**src/rtl/list_collector.sv**
```systemverilog
// Collects a batch of stream beats into a packed vector for the insertion sorter,
// launches the sort with a one-cycle sort_en and holds the batch until sort_done.
//
// state   | meaning
// --------+------------------------------------------------------------
// FILL    | accepting beats; launches on in_last, full buffer or flush
// WAIT    | batch handed to the sorter; outputs frozen until sort_done
module list_collector #(
  parameter  int DATA_WIDTH = 32,
  parameter  int LENGTH     = 8,
  localparam int LEN_WIDTH  = $clog2(LENGTH + 1)
) (
  input  logic                         clk,
  input  logic                         rst,
  input  logic [DATA_WIDTH-1:0]        in_data,
  input  logic                         in_valid,
  input  logic                         in_last,
  input  logic                         in_order,
  output logic                         in_ready,
  input  logic                         flush,
  output logic [LENGTH*DATA_WIDTH-1:0] data_out,
  output logic [LEN_WIDTH-1:0]         len,
  output logic                         sort_order,
  output logic                         sort_en,
  input  logic                         sort_done,
  output logic                         busy
);

  localparam logic [0:0] ST_FILL = 1'b0;
  localparam logic [0:0] ST_WAIT = 1'b1;

  localparam logic [LEN_WIDTH-1:0] CNT_ONE  = LEN_WIDTH'(1);
  localparam logic [LEN_WIDTH-1:0] CNT_LAST = LEN_WIDTH'(LENGTH - 1);

  logic [0:0]            state_q, state_d;
  logic [LEN_WIDTH-1:0]  count_q, count_d;
  logic [LEN_WIDTH-1:0]  len_q, len_d;
  logic                  order_q, order_d;
  logic                  sort_en_q, sort_en_d;
  logic [DATA_WIDTH-1:0] elem_q [LENGTH];
  logic [DATA_WIDTH-1:0] elem_d [LENGTH];

  logic                  accept;
  logic [LEN_WIDTH-1:0]  count_next;
  logic                  launch;

  assign in_ready   = (state_q == ST_FILL);
  assign busy       = (state_q == ST_WAIT);
  assign len        = len_q;
  assign sort_order = order_q;
  assign sort_en    = sort_en_q;

  for (genvar g = 0; g < LENGTH; g++) begin : g_pack
    assign data_out[g*DATA_WIDTH +: DATA_WIDTH] = elem_q[g];
  end

  assign accept     = in_valid && in_ready;
  assign count_next = accept ? (count_q + CNT_ONE) : count_q;

  // A full buffer always launches, so count can never run past LENGTH.
  assign launch = in_ready &&
                  ((accept && (in_last || (count_q == CNT_LAST))) ||
                   (flush && (count_next != '0)));

  always_comb begin
    state_d   = state_q;
    count_d   = count_q;
    len_d     = len_q;
    order_d   = order_q;
    sort_en_d = 1'b0;
    for (int i = 0; i < LENGTH; i++) begin
      elem_d[i] = elem_q[i];
    end

    case (state_q)
      ST_FILL: begin
        if (accept) begin
          for (int i = 0; i < LENGTH; i++) begin
            if (count_q == LEN_WIDTH'(i)) begin
              elem_d[i] = in_data;
            end
          end
          if (count_q == '0) begin
            order_d = in_order;
          end
          count_d = count_next;
        end
        if (launch) begin
          len_d     = count_next;
          sort_en_d = 1'b1;
          state_d   = ST_WAIT;
        end
      end
      ST_WAIT: begin
        // Clearing on release keeps entries beyond len at zero for the next batch.
        if (sort_done) begin
          state_d = ST_FILL;
          count_d = '0;
          for (int i = 0; i < LENGTH; i++) begin
            elem_d[i] = '0;
          end
        end
      end
      default: begin
        state_d = ST_FILL;
        count_d = '0;
      end
    endcase
  end

  always_ff @(posedge clk or posedge rst) begin
    if (rst) begin
      state_q   <= ST_FILL;
      count_q   <= '0;
      len_q     <= '0;
      order_q   <= 1'b0;
      sort_en_q <= 1'b0;
      for (int i = 0; i < LENGTH; i++) begin
        elem_q[i] <= '0;
      end
    end else begin
      state_q   <= state_d;
      count_q   <= count_d;
      len_q     <= len_d;
      order_q   <= order_d;
      sort_en_q <= sort_en_d;
      for (int i = 0; i < LENGTH; i++) begin
        elem_q[i] <= elem_d[i];
      end
    end
  end

endmodule

```
**config.mk**
```make
export PLATFORM = sky130hd
export DESIGN_NAME = list_collector
export DESIGN_NICKNAME = d
export VERILOG_FILES = /design/src/rtl/list_collector.sv
export SDC_FILE = /design/constraint.sdc
export NUM_CORES = 1
export LEC_CHECK = 0
export BUFFER_PORTS_ARGS = -buffer_cell sky130_fd_sc_hd__buf_2
export CAP_MARGIN = 5
export CORE_ASPECT_RATIO = 1.75
export CORE_MARGIN = 4
export CORE_UTILIZATION = 30
export DETAILED_ROUTE_END_ITERATION = 10
export PLACE_DENSITY = 0.57
export SETUP_SLACK_MARGIN = 0.15
export SLEW_MARGIN = 25
export SYNTH_ARGS = -nofsm -noshare
export SYNTH_HDL_FRONTEND = slang
export SYNTH_SLANG_ARGS = --single-unit
```
**constraint.sdc**
```tcl
create_clock -name clk -period 15.01 [get_ports clk]
set_input_delay 0 -clock clk [delete_from_list [all_inputs] [get_ports clk]]
set_output_delay 0 -clock clk [all_outputs]
set_load 0.02 [all_outputs]
```
==> results.py <==
metrics = {
    "setup_path": {
        "worstSetupStartpoint": "count_q[0]",
        "r2r-start": "count_q[0]",
        "timing.rr.end": "sort_en",
        "cp.arrival_ns": 2.98,
        "crit_chain": "inv_1 > ha_1 > nor4bb_1 > a31oi_1 > o41ai_2 > a21oi_2 > dlygate4sd3_1",
        "crit_required_ns": 15.43,
        "crit_fanout": 8,
        "crit_type": "reg2reg",
        "max_stage_delay_ns": 0.59,
        "cp-start-kind": "flip-flop",
        "r2r_cells": 7,
        "worstSetupEndpointType": "flip-flop",
        "worstSetupEndpoint": "sort_en",
        "r2r_slack_ns": 12.44,
        "cpMaxStageDelayCell": "dlygate4sd3_1",
    },
    "placed_design": {
        "port_buffers": 302,
        "gp_congestion": 0.7777,
        "dp_hpwl_mm": 22.27,
    },
    "floorplanning": {
        "die_w_um": 145.0,
        "die_area_um2": 35940,
        "die_y_um": 247.8,
        "start_util_pct": 30.49,
        "core_area_um2": 32330,
        "fp-row-count": 87,
        "ios": 303,
    },
    "global_route": {
        "grt_max_degree": 138,
        "grtUsageTotal_pct": 17.60,
        "antenna_found_initial": 1,
        "grt_overflow": 0,
        "grt_pass1_vias": 7972,
        "grt_pass1_wl_mm": 49.42,
    },
    "sta": {
        "skew_ns": 0.008527,
        "fin_crit_sh_pct": 17.10,
        "hold_ws_ns": -0.002363,
        "relSlewSlack_pct": 39.85,
        "fmax_ghz": 0.3896,
        "rsz0062_at_grt": "no",
        "slew_violations": 0,
        "fin_setup_tns_ns": 0,
        "setup_violations": 0,
        "timing.final.hold_violations": 1,
        "worstMarginPinSlew_ns": 0.9023,
        "period_minus_slack_ns": 2.567,
    },
    "detailed_routing": {
        "drt_iter0_markers": 322,
        "vias": 7894,
        "wl_per_cell_um": 19.76,
        "finalWirelength_mm": 32.44,
        "detail-route-antenna-nets": 0,
        "drc": 0,
        "vias_per_cell": 4.808,
        "first_pass_iters": 4,
    },
    "logic_synthesis": {
        "yosys_warnings": 0,
        "avgSynthCellArea_um2": 10.60,
        "synth.yosys.seq_area_share_pct": 67.78,
        "syn-cell-area_um2": 9858,
        "synthCells": 930,
        "syn_nets": 973,
        "ys_types": 28,
        "synth-seq-cells": 267,
    },
    "final_layout": {
        "mostFrequentLayoutCells": "buf_2, dfrtp_1, o21ai_0",
        "final_nets": 1265,
        "area_delta_synth_final_pct": 30.03,
        "fillerInstances": 3226,
        "ff_latch_area_um2": 6681,
        "final_common_cell": "buf_2",
        "drive_above_1_share_pct": 29.81,
        "multi_input_area_um2": 2967,
    },
    "cts": {
        "post-cts-setup-buffer-count": 0,
        "hold_buffers": 21,
        "cts_resized": 0,
        "cts-root-buf": "clkbuf_16",
        "clock_path_buffers": 3,
        "cts_tree": "yes",
        "htreeDepth": 1,
        "cts_sinks": 267,
        "numCtsBuffers": 27,
        "clkTransAtPathRegs_ns": 0.07,
        "insertion_delay_ns": 0.53,
    },
    "run_status": {
        "failed_checks": "hold timing",
        "status": "complete, but fails checks",
    },
    "flow_run": {
        "maxCapViolCount": 0,
    },
    "power_and_ir_drop": {
        "ir_worst_vdd_mv": 0.1172,
        "p_total_uw": 2616,
        "p_leak_uw": 0.006597,
        "power_density_nw_per_um2": 204.1,
    },
    "hold_path": {
        "min_path_type": "in2reg",
    },
}
-- area by class of cell --
class                   instances  share of cell area [%]
multi-input cells             590                   23.14
well taps                     400                   3.904
clock buffers                  37                   5.720
clock inverters                11                  0.9175
flip-flops and latches        267                   52.12
repair buffers                331                   13.92
diodes                          1                 0.01952
inverters                       5                  0.2538
-- synthesized netlist by cell type --
library cell | instances | area [um2]
nand3_2 | 1 | 10.01
clkinv_1 | 1 | 3.750
o21a_1 | 1 | 7.510
and2_1 | 2 | 12.51
or2_2 | 2 | 12.51
nor3b_2 | 1 | 12.51
ha_1 | 4 | 50.05
nand2_1 | 167 | 626.9
a21oi_2 | 4 | 35.03
o41ai_2 | 1 | 16.27
nand3b_1 | 1 | 7.510
mux2_2 | 2 | 22.52
buf_6 | 1 | 11.26
nand2b_4 | 1 | 13.76
clkbuf_1 | 49 | 183.9
buf_2 | 4 | 20.02
buf_1 | 14 | 52.55
nor3_1 | 2 | 10.01
o22ai_1 | 1 | 6.260
a21oi_1 | 1 | 5.000
o21ai_0 | 259 | 1296
a31oi_1 | 3 | 18.77
nand3_1 | 129 | 645.6
nor4bb_1 | 1 | 10.01
mux2_1 | 4 | 45.04
inv_1 | 4 | 15.01
dfrtp_1 | 267 | 6681
xnor2_1 | 3 | 26.28
-- routing by layer --
layer  track usage (%)  part of all wire (%)
met5                 0                     0
met4             8.280                   4.4
met3             2.758                   4.6
met2             32.15                    53
met1             20.24                    38
-- registers in the layout (all words and copies together) (netlist names) --
register and flops:
count_q 4, sort_en 1, data_out 256, len 4
sort_order 1, busy 1
-- cell families (layout without fill, tap and decap cells) --
kind of cell             Yosys count  after routing  share of synthesized area (%)
adder cells (fa/ha/maj)            4              4                         0.5077
buffers and inverters             73            384                          2.906
AND/OR/NAND/NOR                  307            307                          13.81
XOR/XNOR                           3              3                         0.2666
flip-flops                       267            267                          67.78
multiplexers                       6              6                         0.6853
other                              0              1                              0
AO/OA/AOI/OAI                    270            270                          14.05
-- where the power goes --
part	switching (uW)	total, uW	internal (uW)
Sequential	113	1030	917
Clock	281	657	376
Combinational	685	929	244
Total	1080	2620	1540
-- stage by stage --
step | setup WS [ns] | hold slack (ns) | util [%] | std cells | cell area, um2
floorplan | 7.656 | 0.1505 | - | 930 | 9858
global placement | 12.20 | 0.2366 | 36.23 | 1571 | 11710
detailed placement | 12.05 | 0.2588 | 36.25 | 1571 | 11720
CTS | 12.05 | 0.0003677 | 39.53 | 1640 | 12780
global route | 12.35 | 0.01410 | 39.65 | 1642 | 12820
finish | 12.44 | -0.002363 | 39.65 | 1642 | 12820
-- critical path: cells and delay by family (launching register included) --
family	cells	cell delay, ns
buf+inv	2	0.72
compound gates	3	0.59
flops	1	0.50
fa+ha+maj	1	0.32
simple gates	1	0.31
-- worst min path at each step --
stage                            from       endpoint  cells after the start  slack [ns]
after floorplan              in_order     sort_order                      1        0.15
after global placement       in_order     sort_order                      2        0.24
after detailed placement     in_order     sort_order                      2        0.26
after CTS                 in_data[11]  data_out[203]                      3      0.0004
after global routing       in_data[5]  data_out[165]                      3        0.01
final                     in_data[15]  data_out[175]                      3      -0.002
Power figures use the tool's default switching activity.
